===== src/rtl/mem_bus_arbiter_pkg.sv =====
// Shared state/owner encodings and configuration check for mem_bus_arbiter.
package mem_bus_arbiter_pkg;

  typedef enum logic {
    ARB_IDLE = 1'b0,
    ARB_BUSY = 1'b1
  } arb_state_e;

  typedef enum logic {
    OWN_M0 = 1'b0,
    OWN_M1 = 1'b1
  } arb_owner_e;

  localparam int LAT_MIN = 1;
  localparam int LAT_MAX = 15;

  function automatic bit lat_cfg_ok(input int lat, input int cw);
    return (lat >= LAT_MIN) && (lat <= LAT_MAX) && (lat < (1 << cw));
  endfunction

endpackage


===== src/rtl/mem_bus_arbiter_if.sv =====
// Bundle of both requester ports and the Bridge data port.
// The slave modport is the arbiter's view; master is the surrounding system's view.
interface mem_bus_arbiter_if;
  logic        m0_req;
  logic [31:0] m0_addr;
  logic        m0_we;
  logic [31:0] m0_wdata;
  logic [31:0] m0_rdata;
  logic        m0_stall;
  logic        m1_req;
  logic [31:0] m1_addr;
  logic        m1_we;
  logic [31:0] m1_wdata;
  logic        m1_ack;
  logic [31:0] m1_rdata;
  logic [31:0] s_addr;
  logic        s_we;
  logic [31:0] s_wdata;
  logic [31:0] s_rdata;

  modport slave (
    input  m0_req, m0_addr, m0_we, m0_wdata,
    input  m1_req, m1_addr, m1_we, m1_wdata,
    input  s_rdata,
    output m0_rdata, m0_stall, m1_ack, m1_rdata,
    output s_addr, s_we, s_wdata
  );

  modport master (
    output m0_req, m0_addr, m0_we, m0_wdata,
    output m1_req, m1_addr, m1_we, m1_wdata,
    output s_rdata,
    input  m0_rdata, m0_stall, m1_ack, m1_rdata,
    input  s_addr, s_we, s_wdata
  );
endinterface


===== src/rtl/mem_bus_arbiter_arb_rr2.sv =====
// Combinational two-way round-robin picker: on a tie the master that was not
// granted last wins.
module arb_rr2
  import mem_bus_arbiter_pkg::*;
(
  input  logic [1:0] i_req,
  input  arb_owner_e i_last_gnt,
  output logic       o_gnt_valid,
  output arb_owner_e o_gnt_id
);

  always_comb begin
    o_gnt_valid = |i_req;
    o_gnt_id    = OWN_M0;
    case (i_req)
      2'b01:   o_gnt_id = OWN_M0;
      2'b10:   o_gnt_id = OWN_M1;
      2'b11:   o_gnt_id = (i_last_gnt == OWN_M1) ? OWN_M0 : OWN_M1;
      default: o_gnt_id = OWN_M0;
    endcase
  end

endmodule


===== src/rtl/mem_bus_arbiter.sv =====
// Two-master arbiter in front of the Bridge data port with a fixed LAT-cycle slot.
// Optional ARB_PERF_CNT_EN adds perf_m0_wait / perf_m1_slots counters.
module mem_bus_arbiter
  import mem_bus_arbiter_pkg::*;
#(
  parameter int LAT = 1,
  parameter int CW  = 4
) (
  input  logic        cpu_clk,
  input  logic        cpu_rst,
`ifdef ARB_PERF_CNT_EN
  output logic [31:0] perf_m0_wait,
  output logic [31:0] perf_m1_slots,
`endif
  mem_bus_arbiter_if.slave bus
);

  localparam logic [CW-1:0] CNT_LOAD = CW'(LAT - 1);
  localparam logic [CW-1:0] CNT_LAST = CW'(1);

  generate
    if (!lat_cfg_ok(LAT, CW)) begin : g_bad_cfg
      $error("mem_bus_arbiter: LAT must be 1..15 and below 2**CW");
    end
  endgenerate

  arb_state_e    r_state, w_state_nxt;
  logic [CW-1:0] r_cnt, w_cnt_nxt;
  arb_owner_e    r_owner, w_owner_nxt;
  arb_owner_e    r_last_gnt, w_last_gnt_nxt;
  logic [31:0]   r_m1_rdata;

  logic          w_gnt_valid;
  arb_owner_e    w_gnt_id;
  arb_owner_e    w_sel;
  logic          w_drive;
  logic          w_done;
  logic          w_owner_req;
  logic          w_own_m1;
  logic          w_m0_done;
  logic          w_m1_done;

  arb_rr2 u_rr2 (
    .i_req       ({bus.m1_req, bus.m0_req}),
    .i_last_gnt  (r_last_gnt),
    .o_gnt_valid (w_gnt_valid),
    .o_gnt_id    (w_gnt_id)
  );

  assign w_owner_req = (r_owner == OWN_M1) ? bus.m1_req : bus.m0_req;

  // While cpu_rst is high the bus stays quiet so a slot cut short never strobes.
  always_comb begin
    w_state_nxt    = r_state;
    w_cnt_nxt      = r_cnt;
    w_owner_nxt    = r_owner;
    w_last_gnt_nxt = r_last_gnt;
    w_sel          = OWN_M0;
    w_drive        = 1'b0;
    w_done         = 1'b0;
    if (cpu_rst) begin
      w_state_nxt = ARB_IDLE;
    end else begin
      case (r_state)
        ARB_IDLE: begin
          if (w_gnt_valid) begin
            w_drive        = 1'b1;
            w_sel          = w_gnt_id;
            w_last_gnt_nxt = w_gnt_id;
            if (LAT == 1) begin
              w_done = 1'b1;
            end else begin
              w_state_nxt = ARB_BUSY;
              w_cnt_nxt   = CNT_LOAD;
              w_owner_nxt = w_gnt_id;
            end
          end else begin
            w_drive = 1'b0;
          end
        end
        ARB_BUSY: begin
          w_drive   = 1'b1;
          w_sel     = r_owner;
          w_cnt_nxt = r_cnt - CNT_LAST;
          if (!w_owner_req) begin
            w_state_nxt = ARB_IDLE;
            w_cnt_nxt   = {CW{1'b0}};
          end else if (r_cnt == CNT_LAST) begin
            w_done      = 1'b1;
            w_state_nxt = ARB_IDLE;
          end else begin
            w_state_nxt = ARB_BUSY;
          end
        end
        default: w_state_nxt = ARB_IDLE;
      endcase
    end
  end

  assign w_own_m1  = (w_sel == OWN_M1);
  assign w_m0_done = w_done & ~w_own_m1;
  assign w_m1_done = w_done & w_own_m1;

  assign bus.s_addr   = w_drive ? (w_own_m1 ? bus.m1_addr : bus.m0_addr) : 32'h0000_0000;
  assign bus.s_wdata  = w_drive ? (w_own_m1 ? bus.m1_wdata : bus.m0_wdata) : 32'h0000_0000;
  assign bus.s_we     = w_done & (w_own_m1 ? bus.m1_we : bus.m0_we);
  assign bus.m0_stall = bus.m0_req & ~w_m0_done & ~cpu_rst;
  assign bus.m0_rdata = w_m0_done ? bus.s_rdata : 32'h0000_0000;
  assign bus.m1_ack   = w_m1_done;
  assign bus.m1_rdata = r_m1_rdata;

  always_ff @(posedge cpu_clk) begin
    if (cpu_rst) begin
      r_state    <= ARB_IDLE;
      r_cnt      <= {CW{1'b0}};
      r_owner    <= OWN_M0;
      r_last_gnt <= OWN_M1;
      r_m1_rdata <= 32'h0000_0000;
    end else begin
      r_state    <= w_state_nxt;
      r_cnt      <= w_cnt_nxt;
      r_owner    <= w_owner_nxt;
      r_last_gnt <= w_last_gnt_nxt;
      if (w_m1_done) begin
        r_m1_rdata <= bus.s_rdata;
      end
    end
  end

`ifdef ARB_PERF_CNT_EN
  logic [31:0] r_perf_m0_wait;
  logic [31:0] r_perf_m1_slots;

  always_ff @(posedge cpu_clk) begin
    if (cpu_rst) begin
      r_perf_m0_wait  <= 32'h0000_0000;
      r_perf_m1_slots <= 32'h0000_0000;
    end else begin
      if (bus.m0_stall) begin
        r_perf_m0_wait <= r_perf_m0_wait + 32'd1;
      end
      if (w_m1_done) begin
        r_perf_m1_slots <= r_perf_m1_slots + 32'd1;
      end
    end
  end

  assign perf_m0_wait  = r_perf_m0_wait;
  assign perf_m1_slots = r_perf_m1_slots;
`endif

endmodule


===== src/flat_wrapper.sv =====
// flat-port wrapper written by rule: the top's interface ports become plain ports
module mem_bus_arbiter_flat import mem_bus_arbiter_pkg::*;
#(
  parameter int LAT = 1,
  parameter int CW  = 4
)
  (cpu_clk, cpu_rst, bus_m0_req, bus_m0_addr, bus_m0_we, bus_m0_wdata, bus_m1_req, bus_m1_addr, bus_m1_we, bus_m1_wdata, bus_s_rdata, bus_m0_rdata, bus_m0_stall, bus_m1_ack, bus_m1_rdata, bus_s_addr, bus_s_we, bus_s_wdata);
  mem_bus_arbiter_if bus_i ();
  input  logic cpu_clk;
  input  logic cpu_rst;
  input wire logic [$bits(bus_i.m0_req)-1:0] bus_m0_req;
  input wire logic [$bits(bus_i.m0_addr)-1:0] bus_m0_addr;
  input wire logic [$bits(bus_i.m0_we)-1:0] bus_m0_we;
  input wire logic [$bits(bus_i.m0_wdata)-1:0] bus_m0_wdata;
  input wire logic [$bits(bus_i.m1_req)-1:0] bus_m1_req;
  input wire logic [$bits(bus_i.m1_addr)-1:0] bus_m1_addr;
  input wire logic [$bits(bus_i.m1_we)-1:0] bus_m1_we;
  input wire logic [$bits(bus_i.m1_wdata)-1:0] bus_m1_wdata;
  input wire logic [$bits(bus_i.s_rdata)-1:0] bus_s_rdata;
  output wire logic [$bits(bus_i.m0_rdata)-1:0] bus_m0_rdata;
  output wire logic [$bits(bus_i.m0_stall)-1:0] bus_m0_stall;
  output wire logic [$bits(bus_i.m1_ack)-1:0] bus_m1_ack;
  output wire logic [$bits(bus_i.m1_rdata)-1:0] bus_m1_rdata;
  output wire logic [$bits(bus_i.s_addr)-1:0] bus_s_addr;
  output wire logic [$bits(bus_i.s_we)-1:0] bus_s_we;
  output wire logic [$bits(bus_i.s_wdata)-1:0] bus_s_wdata;
  assign bus_i.m0_req = bus_m0_req;
  assign bus_i.m0_addr = bus_m0_addr;
  assign bus_i.m0_we = bus_m0_we;
  assign bus_i.m0_wdata = bus_m0_wdata;
  assign bus_i.m1_req = bus_m1_req;
  assign bus_i.m1_addr = bus_m1_addr;
  assign bus_i.m1_we = bus_m1_we;
  assign bus_i.m1_wdata = bus_m1_wdata;
  assign bus_i.s_rdata = bus_s_rdata;
  assign bus_m0_rdata = bus_i.m0_rdata;
  assign bus_m0_stall = bus_i.m0_stall;
  assign bus_m1_ack = bus_i.m1_ack;
  assign bus_m1_rdata = bus_i.m1_rdata;
  assign bus_s_addr = bus_i.s_addr;
  assign bus_s_we = bus_i.s_we;
  assign bus_s_wdata = bus_i.s_wdata;
  mem_bus_arbiter #(.LAT(LAT), .CW(CW)) u_core (.cpu_clk(cpu_clk), .cpu_rst(cpu_rst), .bus(bus_i));
endmodule

===== config.mk =====
export PLATFORM = sky130hd
export DESIGN_NAME = mem_bus_arbiter_flat
export DESIGN_NICKNAME = d
export VERILOG_FILES = /design/src/rtl/mem_bus_arbiter_pkg.sv /design/src/rtl/mem_bus_arbiter_if.sv /design/src/rtl/mem_bus_arbiter_arb_rr2.sv /design/src/rtl/mem_bus_arbiter.sv /design/src/flat_wrapper.sv
export SDC_FILE = /design/constraint.sdc
export NUM_CORES = 1
export LEC_CHECK = 0
export CAP_MARGIN = 20
export CORE_AREA = 2 2 115 117
export DETAILED_ROUTE_END_ITERATION = 10
export DIE_AREA = 0 0 117 119
export SLEW_MARGIN = 20
export SYNTH_ARGS = -nofsm -noshare
export SYNTH_HDL_FRONTEND = slang
export SYNTH_HIERARCHICAL = 1
export SYNTH_SLANG_ARGS = --single-unit

===== constraint.sdc =====
create_clock -name cpu_clk -period 2.5 [get_ports cpu_clk]
set_input_delay 0.5 -clock cpu_clk [delete_from_list [all_inputs] [get_ports cpu_clk]]
set_output_delay 0.5 -clock cpu_clk [all_outputs]
set_load 0.03 [all_outputs]

-- Word-level counts from Yosys, hierarchy flattened
Index checks and enable logic that the tools add are counted.
- word-level logic and storage cells: 42
- register bits after elaboration: 38
- multiplexer cells: 23
- reductions and logical operators: 2
- equal/unequal tests: 3
- add/subtract/negate cells: 1
- bitwise operators: 9
- operator list (cell ; count):
    2-to-1 mux 32 bit ; 5
    2-to-1 mux 1 bit ; 11
    case mux 1 bit (2 select lines) ; 5
    2-to-1 mux 4 bit ; 2
    AND 1 bit ; 5
    == test 2 bit, second input constant ; 2
    == test 4 x 1 -> 1 bit, second input constant ; 1
    inverter 1 bit ; 4
    subtractor 4 x 1 -> 4 bit, second input constant ; 1
    AND reduction 2 bit ; 1
    OR reduction 2 bit ; 1

-- Longest topological paths before layout
Gate-level depths: netlist of run 1.
- depth in word-level cells: 10
- gate-level depth with buffers: 6
- gate-level depth less buffers: 5

-- By module
The synthesis of run 1 kept the hierarchy.
- by module, submodules not included (module ; cells each ; sequential area each (µm²) ; times used ; area each (µm²)):
    mem_bus_arbiter ; 270 ; 760.7 ; 1 ; 2582.5
    arb_rr2 ; 2 ; 0.0 ; 1 ; 13.8

-- Worst setup path after synthesis of run 1
OpenSTA, ideal clock, no wires.
- path kind: in2out
- start point: in bus_m1_req
- end point: out bus_m0_rdata[22]
- slack: 0.126 ns
- buffers on the path: 2
- stages: 6
- arrival time: 1.874 ns
- cells stage by stage: or2_1 -> and3b_1 -> buf_2 -> a2111oi_4 -> clkbuf_2 -> and2_1
- word-level cells in the longest chain between the ends: 8
- elaborated cells on any way between the ends: 13
- classes of those cells: eq/ne (2); mux (8); bitwise (2); reduce/logical (1)
- ends and longest elaborated chain (what ; line ; source):
    start: declaration ; flat_wrapper.sv:15 ; input wire logic [$bits(bus_i.m1_req)-1:0] bus_m1_req;
    == test 2 bit ; mem_bus_arbiter_arb_rr2.sv:15 ; case (i_req)
    case mux 1 bit (2 select lines) ; mem_bus_arbiter_arb_rr2.sv:15 ;
    2-to-1 mux 1 bit ; mem_bus_arbiter.sv:66 ; if (w_gnt_valid) begin
    case mux 1 bit (2 select lines) ; mem_bus_arbiter.sv:64 ; case (r_state)
    2-to-1 mux 1 bit ; mem_bus_arbiter.sv:61 ; if (cpu_rst) begin
    inverter 1 bit ; mem_bus_arbiter.sv:101 ; assign w_m0_done = w_done & ~w_own_m1;
    AND 1 bit * ; mem_bus_arbiter.sv:101 ;
    2-to-1 mux 32 bit * ; mem_bus_arbiter.sv:108 ; assign bus.m0_rdata = w_m0_done ? bus.s_rdata : 32'h0000_0000;
    end: declaration ; flat_wrapper.sv:20 ; output wire logic [$bits(bus_i.m0_rdata)-1:0] bus_m0_rdata;
Mark *: on every way between the ends. The rest lies on a longest branch, timed or not.

-- Worst setup path in the final report of run 1
- start point: reg u_core.r_cnt[1]
- end point: out bus_m0_rdata[18]
- word-level cells in the longest chain between the ends: 7
- ends and longest elaborated chain (what ; line ; source):
    start: declaration ; mem_bus_arbiter.sv:28 ; logic [CW-1:0] r_cnt, w_cnt_nxt;
    start signal: assignment ; mem_bus_arbiter.sv:115 ; r_cnt <= {CW{1'b0}};
    start signal: assignment ; mem_bus_arbiter.sv:121 ; r_cnt <= w_cnt_nxt;
    == test 4 x 1 -> 1 bit ; mem_bus_arbiter.sv:88 ; end else if (r_cnt == CNT_LAST) begin
    2-to-1 mux 1 bit ; mem_bus_arbiter.sv:88 ;
    2-to-1 mux 1 bit ; mem_bus_arbiter.sv:85 ; if (!w_owner_req) begin
    case mux 1 bit (2 select lines) ; mem_bus_arbiter.sv:64 ;
    2-to-1 mux 1 bit ; mem_bus_arbiter.sv:61 ;
    AND 1 bit ; mem_bus_arbiter.sv:101 ;
    2-to-1 mux 32 bit ; mem_bus_arbiter.sv:108 ;
No other way between the ends.

==> run_results.csv, run 1 <==
group,metric,value,unit
global_routing,overflow,0,
floorplan,initial_core_util,0.202,
pwr,p_sw_frac,0.309,
cts,holdBufCountCts,0,
timing,maxSlewViolCount,0,
detailed_routing,drt_iter0_markers,161,
setup_path,criticalPathCategory,"register to primary output",
cts,ctsHtreeMaxLevel,2,
cts,numCtsBuffers,5,
timing,rsz0062_at_grt,"true",
cts,clk-insertion-delay-late,0.28,ns
timing,max_freq,374,MHz
cts,cts_tree,"yes",
detailed_routing,drt-total-wl,15100,um
detailed_routing,drc_errors,0,
floorplan,ioPinCount,297,
logic_synthesis,synth_edf_count,0,
pwr,power.total,2.89,mW
status,status,"finished with violations",
logic_synthesis,async_flop_share,0,
floorplan,dieWidth,117,um
run,maxCapViolCount,0,
setup_path,critical_path.top_delay_family,"buffers and inverters",
pwr,power_density,421,nW/um2
final_layout,layout_commonest_cell,"clkdlybuf4s50_1",
floorplan,die_y,119,um
timing,max_slew_margin,0.769,
logic_synthesis,yosys_register_bits,38,
pwr,p_switching,0.892,mW
floorplan,dieArea,13900,um2
global_routing,antenna_found_initial,0,
timing,setup_slack,-0.176,ns
setup_path,slowest_delay,0.39,ns
global_routing,grt_pass1_vias,3796,
final_layout,design_area,6870,um2
timing,finalSetupViolCount,33,
setup_path,crit_required,2.00,ns
setup_path,arrival,2.18,ns
timing,worst_pin_slew,0.337,ns
status,violations,"negative setup slack",
detailed_routing,viasPerCell,4.73,
place,place_ws,-0.266,ns
timing,fin_crit,2.68,ns
detailed_routing,via_count,3624,
floorplan,core_area,12900,um2
setup_path,crit_top_cell,"buf_12",
setup_path,path_cells,"inv_2 -> ha_4 -> or3b_4 -> a2111oi_4 -> buf_4 -> buf_12 -> buf_12 -> and2_4 -> buf_6",
detailed_routing,ant_nets,0,
logic_synthesis,synth.distinct_cells,34,
pwr,p_int,2.00,mW
pwr,ir_drop,0.432,mV
setup_path,path_buf_inv,5,
pwr,share_comb_of_total_power,0.481,
final_layout,final_util,0.533,
timing,finalCritPeriodShare,1.07,
floorplan,rows,42,
logic_synthesis,synth_flop_cell,"dfxtp_1",
pwr,power_frac_seq,0.225,
place,placed_area,5760,um2
timing,fin_worst_skew,0.00613,ns
setup_path,critPathSlowestCell,"or3b_4",
logic_synthesis,netlist_area,2600,um2
setup_path,cp-start-kind,"register",
pwr,clkPwrFrac,0.294,
timing,finalHoldViolCount,0,
cts,clock-sinks,38,
logic_synthesis,yosys_warnings,6,
cts,clock_path_buffers,2,
global_routing,grt_usage,0.202,
final_layout,drive_gt1_frac,0.461,
cts,clkTransAtPathRegs,0.06,ns
place,gp_congestion,0.864,
logic_synthesis,netlist_instances,272,
setup_path,end_kind,"primary output",
final_layout,finalNetCount,757,
final_layout,diodes,0,
timing,holdWs,0.500,ns
place,hpwl,10500,um
logic_synthesis,ys_seq_area_frac,0.293,
place,port_buffers,296,
detailed_routing,wl_per_cell,19.8,um
global_routing,grt_max_degree,31,
detailed_routing,firstDrtPassIters,6,
cts,cts-root-buf,"clkbuf_16",
pwr,p_leak,3.03,nW
global_routing,grt_first_pass_wirelength,21800,um
logic_synthesis,synth_nets,440,
setup_path,cp_max_fo,7,
final_layout,layout_common_cells,"clkdlybuf4s50_1, buf_6, o221a_2",
logic_synthesis,avgSynthCellArea,9.55,um2
hold_path,hold_class,"register to register",
final_layout,area_delta_synth_final,165,%
-- synthesized netlist by cell type (all sizes together) (3+ instances only) --
cell type / n / area (um2)
inv: 3 / 11.3
dfxtp: 38 / 761
nor2: 6 / 22.5
and2: 33 / 226
buf: 8 / 35.0
nor3b: 32 / 240
o221a: 64 / 721
nand2: 3 / 11.3
a21o: 32 / 240
clkbuf: 28 / 109
-- cell type report --
type                       count  area, um2
clock buffer                   6        139
clock inverter                 2       60.1
fill                        1164       6010
inverter                       4       18.8
multi-input combinational    194       1880
sequential                    38        766
tap                          176        220
timing repair buffer         346       3780
-- timing repair --
| item | in CTS | in global routing |
|---|---|---|
| setup endpoints to repair | 99 | 85 |
| cloned | 10 | 3 |
| pin swaps | 29 | 3 |
| resized for setup | 141 | 11 |
| setup buffers | 15 | 4 |
-- cells by family after synthesis --
kind of cell,synth area share
compound gates,0.405
fa+ha+maj,0.00964
buf+inv,0.0612
flops,0.293
mux,0.00819
simple gates,0.223
-- worst paths after layout --
kind / to / slack [ns] / from / depth (start not counted)
max reg2reg: u_core/bus.m1_rdata[9] / 0.83 / u_core/r_last_gnt / 8
min: u_core/r_cnt[3] / 0.50 / u_core/r_cnt[3] / 2
max: bus_m0_rdata[18] / -0.18 / u_core/r_cnt[1] / 9
min reg2reg: u_core/r_cnt[3] / 0.50 / u_core/r_cnt[3] / 2
-- power groups by stage --
stage / combinational (mW) / sequential (mW) / clock (mW)
after floorplan: 0.475 / 0.722 / 0
after global placement: 1.16 / 0.662 / 0
final: 1.39 / 0.650 / 0.851
after detailed placement: 1.16 / 0.664 / 0
after global routing: 1.45 / 0.654 / 0.888
after CTS: 1.39 / 0.650 / 0.868
-- through the flow --
step,std cells,TNS (ns)
final,766,-3.74
after CTS,764,-6.43
after detailed placement,732,-22.29
after global routing,766,-7.14
after global placement,732,-19.80
after floorplan,272,0
-- state kept, by name, indices dropped and copies added (netlist names) --
register / cells
u_core/r_last_gnt: 1
u_core/r_state: 1
u_core/r_cnt: 4
u_core/bus.m1_rdata: 32
-- per-layer routing --
layer / global-route usage / vias to the layer above / share of wire
met4: 0.0699 / 0 / 0.031
met3: 0.0687 / 27 / 0.11
met2: 0.353 / 185 / 0.49
met1: 0.225 / 1700 / 0.37
met5: 0 / - / 0
li1: - / 1712 / -
-- worst min-delay path, stage by stage, from the launching register on --
cell	delay, ns
dfxtp_1	0.32
o21ai_0	0.07
a21oi_1	0.06
No activity file was read; power rests on OpenSTA's default activity.
==> inputs of run 2 (changes only) <==
CAP_MARGIN = not set   (was 20)
SETUP_SLACK_MARGIN = 0.2   (was not set)
TNS_END_PERCENT = 5   (was not set)
==> run_results.csv, run 2 (synthesized netlist as in run 1, its figures left out) <==
group,metric,value,unit
status,status,"finished with violations",
status,violations,"negative setup slack",
timing,max_freq,392,MHz
setup_path,critPathSlowestCell,"or3b_4",
floorplan,initial_core_util,0.202,
setup_path,cp-start-kind,"register",
pwr,power_density,384,nW/um2
timing,worst_pin_slew,0.432,ns
setup_path,crit_required,2.00,ns
hold_path,hold_class,"register to register",
setup_path,path_cells,"inv_2 -> ha_1 -> or3b_4 -> a2111oi_4 -> buf_4 -> and2_2 -> buf_6",
final_layout,fillCellCount,1127,
pwr,share_comb_of_total_power,0.513,
timing,fin_crit,2.55,ns
cts,clk-insertion-delay-late,0.27,ns
pwr,clkPwrFrac,0.239,
global_routing,grt_max_degree,65,
floorplan,dieWidth,117,um
global_routing,overflow,0,
pwr,p_leak,3.00,nW
timing,rsz0062_at_grt,"true",
setup_path,slowest_delay,0.40,ns
pwr,p_switching,0.879,mW
final_layout,diodes,0,
place,port_buffers,296,
final_layout,layoutNonFillerInstCount,742,
detailed_routing,drt-total-wl,14000,um
global_routing,antenna_found_initial,0,
detailed_routing,drc_errors,0,
final_layout,finalNetCount,733,
final_layout,largest_register_ffs,32,
setup_path,worst_r2r_path_depth,7,
timing,fin_worst_skew,0.00159,ns
timing,max_slew_margin,0.712,
setup_path,r2r-start,"u_core/r_last_gnt",
setup_path,end_kind,"primary output",
pwr,p_sw_frac,0.334,
final_layout,layout_commonest_cell,"clkdlybuf4s50_1",
global_routing,grt_usage,0.186,
cts,ctsHtreeMaxLevel,2,
run,maxCapViolCount,0,
timing,maxSlewViolCount,0,
final_layout,multiInputGateArea,2310,um2
floorplan,dieArea,13900,um2
cts,clkTransAtPathRegs,0.06,ns
detailed_routing,via_count,3507,
cts,numCtsBuffers,5,
timing,finalCritPeriodShare,1.02,
cts,holdBufCountCts,0,
detailed_routing,viasPerCell,4.73,
pwr,p_int,1.75,mW
timing,finalHoldViolCount,0,
place,hpwl,10300,um
setup_path,reg2reg_slack,0.84,ns
final_layout,drive_gt1_frac,0.436,
detailed_routing,firstDrtPassIters,4,
final_layout,layout_common_cells,"clkdlybuf4s50_1, buf_6, o221a_4",
setup_path,critical_path.top_delay_family,"simple AND/OR/NAND/NOR gates",
hold_path,holdCritStartpoint,"u_core/r_cnt[3]",
floorplan,core_area,12900,um2
cts,cts_tree,"yes",
timing,tns,-1.05,ns
pwr,ir_drop,0.348,mV
floorplan,die_y,119,um
cts,clock_path_buffers,2,
setup_path,cp_max_fo,8,
global_routing,grt_pass1_vias,3592,
final_layout,area_delta_synth_final,164,%
floorplan,rows,42,
setup_path,criticalPathCategory,"register to primary output",
place,gp_congestion,0.784,
setup_path,arrival,2.05,ns
detailed_routing,drt_iter0_markers,177,
final_layout,regArea,764,um2
global_routing,grt_first_pass_wirelength,20200,um
hold_path,hold_path_end,"u_core/r_cnt[3]",
place,place_inst,729,
detailed_routing,wl_per_cell,18.9,um
hold_path,whs_path_depth,2,
detailed_routing,ant_nets,0,
timing,setup_slack,-0.0514,ns
pwr,power_frac_seq,0.248,
setup_path,path_buf_inv,3,
floorplan,ioPinCount,297,
cts,cts-root-buf,"clkbuf_16",
place,place_ws,-0.328,ns
setup_path,reg2reg_to,"u_core/bus.m1_rdata[10]",
timing,finalSetupViolCount,32,
cts,clock-sinks,38,
## run 2: cell types whose count changed in the layout (fill, tap and decap cells not counted), moves of 3 or more
cell and change:
and2_2 +31, and2_4 -31, buf_12 -13, buf_16 -3, buf_4 -33, buf_6 +32, clkbuf_16 -3, o221a_2 -54
o221a_4 +54
## run 2: routing by layer
layer,GRT usage,routed length (um),vias to the layer above
li1,-,-,1656
met1,0.211,5310,1680
met2,0.341,7170,160
met3,0.0524,1370,11
met4,0.0368,165,0
met5,0,0,-
## run 2: worst reg2reg max path, cell delays in order, from the launching register on
cell and delay (ns):
dfxtp_1 0.33, a21boi_2 0.15, and3b_4 0.24, buf_6 0.13
buf_16 0.21, buf_4 0.26, nor3b_1 0.07, a21o_1 0.16
## run 2: worst max path at each step
stage	from	to	slack, ns	cells after the start
6_report	u_core/r_cnt[1]	bus_m0_rdata[0]	-0.05	7
2_1_floorplan	bus_m1_req	bus_m0_rdata[22]	0.19	6
4_1_cts	u_core/r_cnt[1]	bus_m0_rdata[0]	-0.13	7
3_3_place_gp	bus_m1_req	bus_s_addr[26]	-0.29	6
5_1_grt	u_core/r_cnt[1]	bus_m0_rdata[24]	-0.15	7
3_5_place_dp	bus_m0_req	bus_m0_rdata[0]	-0.33	7
## run 2: what timing repair did
action	4_1_cts	5_1_grt
gates cloned	0	0
resized for setup	182	12
endpoints found under the hold margin	0	0
setup endpoints to repair	99	98
pin swaps	44	65
setup buffers	5	0
## run 2: area by class of cell
class | count | area share
repair buffers | 322 | 0.495
well taps | 176 | 0.0322
multi-input cells | 194 | 0.337
inverters | 4 | 0.00219
flip-flops and latches | 38 | 0.112
clock inverters | 1 | 0.000731
clock buffers | 7 | 0.0208
## run 2: stage by stage
stage | hold WS (ns) | utilization | instance area (um2) | total power [mW]
2_1_floorplan | 0.436 | - | 2620 | 1.20
3_3_place_gp | 0.465 | 0.439 | 5650 | 1.78
3_5_place_dp | 0.472 | 0.439 | 5650 | 1.79
4_1_cts | 0.489 | 0.527 | 6780 | 2.64
5_1_grt | 0.507 | 0.532 | 6840 | 2.74
6_report | 0.494 | 0.532 | 6840 | 2.63
## run 2: power groups by stage
stage / clock [mW] / sequential (mW) / combinational, mW
floorplan: 0 / 0.722 / 0.478
global route: 0.676 / 0.656 / 1.41
finish: 0.628 / 0.652 / 1.35
detailed placement: 0 / 0.665 / 1.12
CTS: 0.650 / 0.652 / 1.34
global placement: 0 / 0.663 / 1.12
==> inputs of run 3 (changes only) <==
ABC_CLOCK_PERIOD_IN_PS = 2500   (was not set)
PLACE_DENSITY = 0.67   (was not set)
SYNTH_HIERARCHICAL = not set   (was 1)
==> run_results.csv, run 3 <==
group,metric,value,unit
status,status,"finished clean",
setup_path,arrival,1.86,ns
logic_synthesis,synth_xor_xnor_area_share,0,
logic_synthesis,ys_top_cells_by_count,"a21oi_1, nand3_1, o21ai_0",
floorplan,dieArea,13900,um2
global_routing,use_met2,0.365,
floorplan,rows,42,
detailed_routing,viasPerCell,5.14,
floorplan,ioPinCount,297,
logic_synthesis,synth_fa_ha_area_frac,0.00849,
timing,holdWs,0.476,ns
floorplan,die_y,119,um
logic_synthesis,yosys.area_share.simple,0.258,
cts,numCtsBuffers,5,
detailed_routing,ant_nets,0,
logic_synthesis,synth_compound_area_frac,0.373,
floorplan,core_area,12900,um2
cts,cts_tree,"yes",
place,gp_congestion,0.881,
timing,max_slew_margin,0.720,
setup_path,end_kind,"primary output",
logic_synthesis,yosys_register_bits,38,
logic_synthesis,synth.mux.area_fraction,0,
final_layout,final_util,0.522,
pwr,power.total,2.70,mW
final_layout,finalNetCount,919,
timing,finalCritPeriodShare,0.946,
cts,clkTransAtPathRegs,0.06,ns
final_layout,diodes,0,
global_routing,grt_first_pass_wirelength,22600,um
logic_synthesis,synth_flop_cell,"dfxtp_1",
timing,setup_slack,0.136,ns
final_layout,fillCellCount,1215,
logic_synthesis,synth.distinct_cells,32,
global_routing,antenna_found_initial,0,
logic_synthesis,async_flop_share,0,
timing,finalHoldViolCount,0,
place,place_inst,903,
setup_path,crit_required,2.00,ns
global_routing,gr-usage-met1,0.233,
setup_path,criticalPathCategory,"register to primary output",
timing,maxSlewViolCount,0,
global_routing,grt_pass1_vias,4383,
logic_synthesis,synth.most_common_cell,"a21oi_1",
cts,holdBufCountCts,0,
final_layout,largest_register_ffs,32,
cts,clock_path_buffers,2,
detailed_routing,drc_errors,0,
pwr,ir_drop,0.356,mV
final_layout,area_delta_synth_final,128,%
global_routing,use_met3,0.0590,
cts,clk-insertion-delay-late,0.28,ns
timing,rsz0062_at_grt,"true",
hold_path,hold_class,"register to register",
timing,finalSetupViolCount,0,
logic_synthesis,synth_edf_count,0,
global_routing,busiest_layer,"met2",
pwr,power_density,402,nW/um2
detailed_routing,wl_per_cell,17.8,um
global_routing,overflow,0,
logic_synthesis,yosysTopAreaCellShare,0.258,
logic_synthesis,synth_top_area_cell,"dfxtp_1",
floorplan,dieWidth,117,um
cts,cts-root-buf,"clkbuf_16",
cts,ctsHtreeMaxLevel,2,
final_layout,drive_gt1_frac,0.283,
place,hpwl,11000,um
floorplan,initial_core_util,0.229,
detailed_routing,drt-total-wl,16500,um
logic_synthesis,ys_seq_area_frac,0.258,
pwr,p_leak,2.67,nW
global_routing,grt_usage,0.204,
setup_path,cp-start-kind,"register",
logic_synthesis,netlist_instances,456,
logic_synthesis,avgSynthCellArea,6.46,um2
timing,fin_worst_skew,0.00416,ns
logic_synthesis,synthTopCellsByArea,"dfxtp_1, a21oi_1, nand3_1",
final_layout,layout_commonest_cell,"clkdlybuf4s50_1",
logic_synthesis,yosys_warnings,0,
timing,max_freq,423,MHz
place,port_buffers,296,
final_layout,layoutNonFillerInstCount,928,
detailed_routing,via_count,4769,
timing,worst_pin_slew,0.419,ns
place,place_ws,-0.564,ns
logic_synthesis,netlist_area,2950,um2
cts,clock-sinks,38,
final_layout,layout_common_cells,"clkdlybuf4s50_1, nand3_1, buf_4",
global_routing,grt_max_degree,95,
setup_path,cp_max_fo,21,
timing,fin_crit,2.36,ns
detailed_routing,firstDrtPassIters,5,
detailed_routing,drt_iter0_markers,241,
run,maxCapViolCount,0,
logic_synthesis,synth_top_family_by_area,"compound AO/OA/AOI/OAI gates",
logic_synthesis,synth_nets,624,
==> run 3: path summary, 6_finish.rpt <==
check	startpoint	to	slack, ns	depth (start not counted)
setup / recovery	u_core.r_last_gnt	bus_s_wdata[26]	0.14	7
hold / removal	u_core.bus.m1_rdata[1]	u_core.bus.m1_rdata[1]	0.48	2
setup reg to reg	u_core.r_last_gnt	u_core.bus.m1_rdata[3]	0.80	7
hold reg to reg	u_core.bus.m1_rdata[1]	u_core.bus.m1_rdata[1]	0.48	2
==> run 3: cell type report <==
class                           count  area (um2)  share of cell area
Timing Repair Buffer              346        3410               0.507
Multi-Input combinational cell    354        2110               0.314
Sequential cell                    38         767               0.114
Tap cell                          176         220              0.0328
Clock buffer                        5         125              0.0186
Clock inverter                      3        68.8              0.0102
Inverter                            6        22.5             0.00335
==> run 3: power by group <==
part	internal [mW]	leakage [nW]	switching [mW]
logic	0.593	2.27	0.635
clock network	0.574	0.0940	0.262
registers	0.627	0.310	0.0111
==> run 3: per-layer routing <==
metal	up-vias	wire length [um]
li1	2270	-
met1	2240	6600
met2	230	8110
met3	29	1420
met4	0	385
met5	-	0
==> run 3: critical path, cell delays in order, from the launching register on <==
cell	delay [ns]
dfxtp_4	0.36
a211oi_4	0.27
buf_6	0.21
buf_12	0.12
clkbuf_16	0.18
nand3_1	0.09
a21oi_1	0.17
buf_4	0.19
==> run 3: cells by family (layout without fill, tap and decap cells) <==
family	count (synthesis)	after routing
buffers and inverters	65	360
adder cells (fa/ha/maj)	2	2
flip-flops	38	38
AO/OA/AOI/OAI	209	210
AND/OR/NAND/NOR	142	142
==> run 3: repair_timing <==
action	4_1_cts	5_1_grt
endpoints found under the setup margin	99	98
buffers inserted	1	9
pin swaps	2	8
gates resized for setup	161	104
cloned	2	5
==> run 3: metrics by stage <==
stage          setup TNS, ns  cell area (um2)
2_1_floorplan              0             2950
3_3_place_gp          -34.57             6080
3_5_place_dp          -37.64             6080
4_1_cts                    0             6270
5_1_grt                    0             6720
6_report                   0             6720
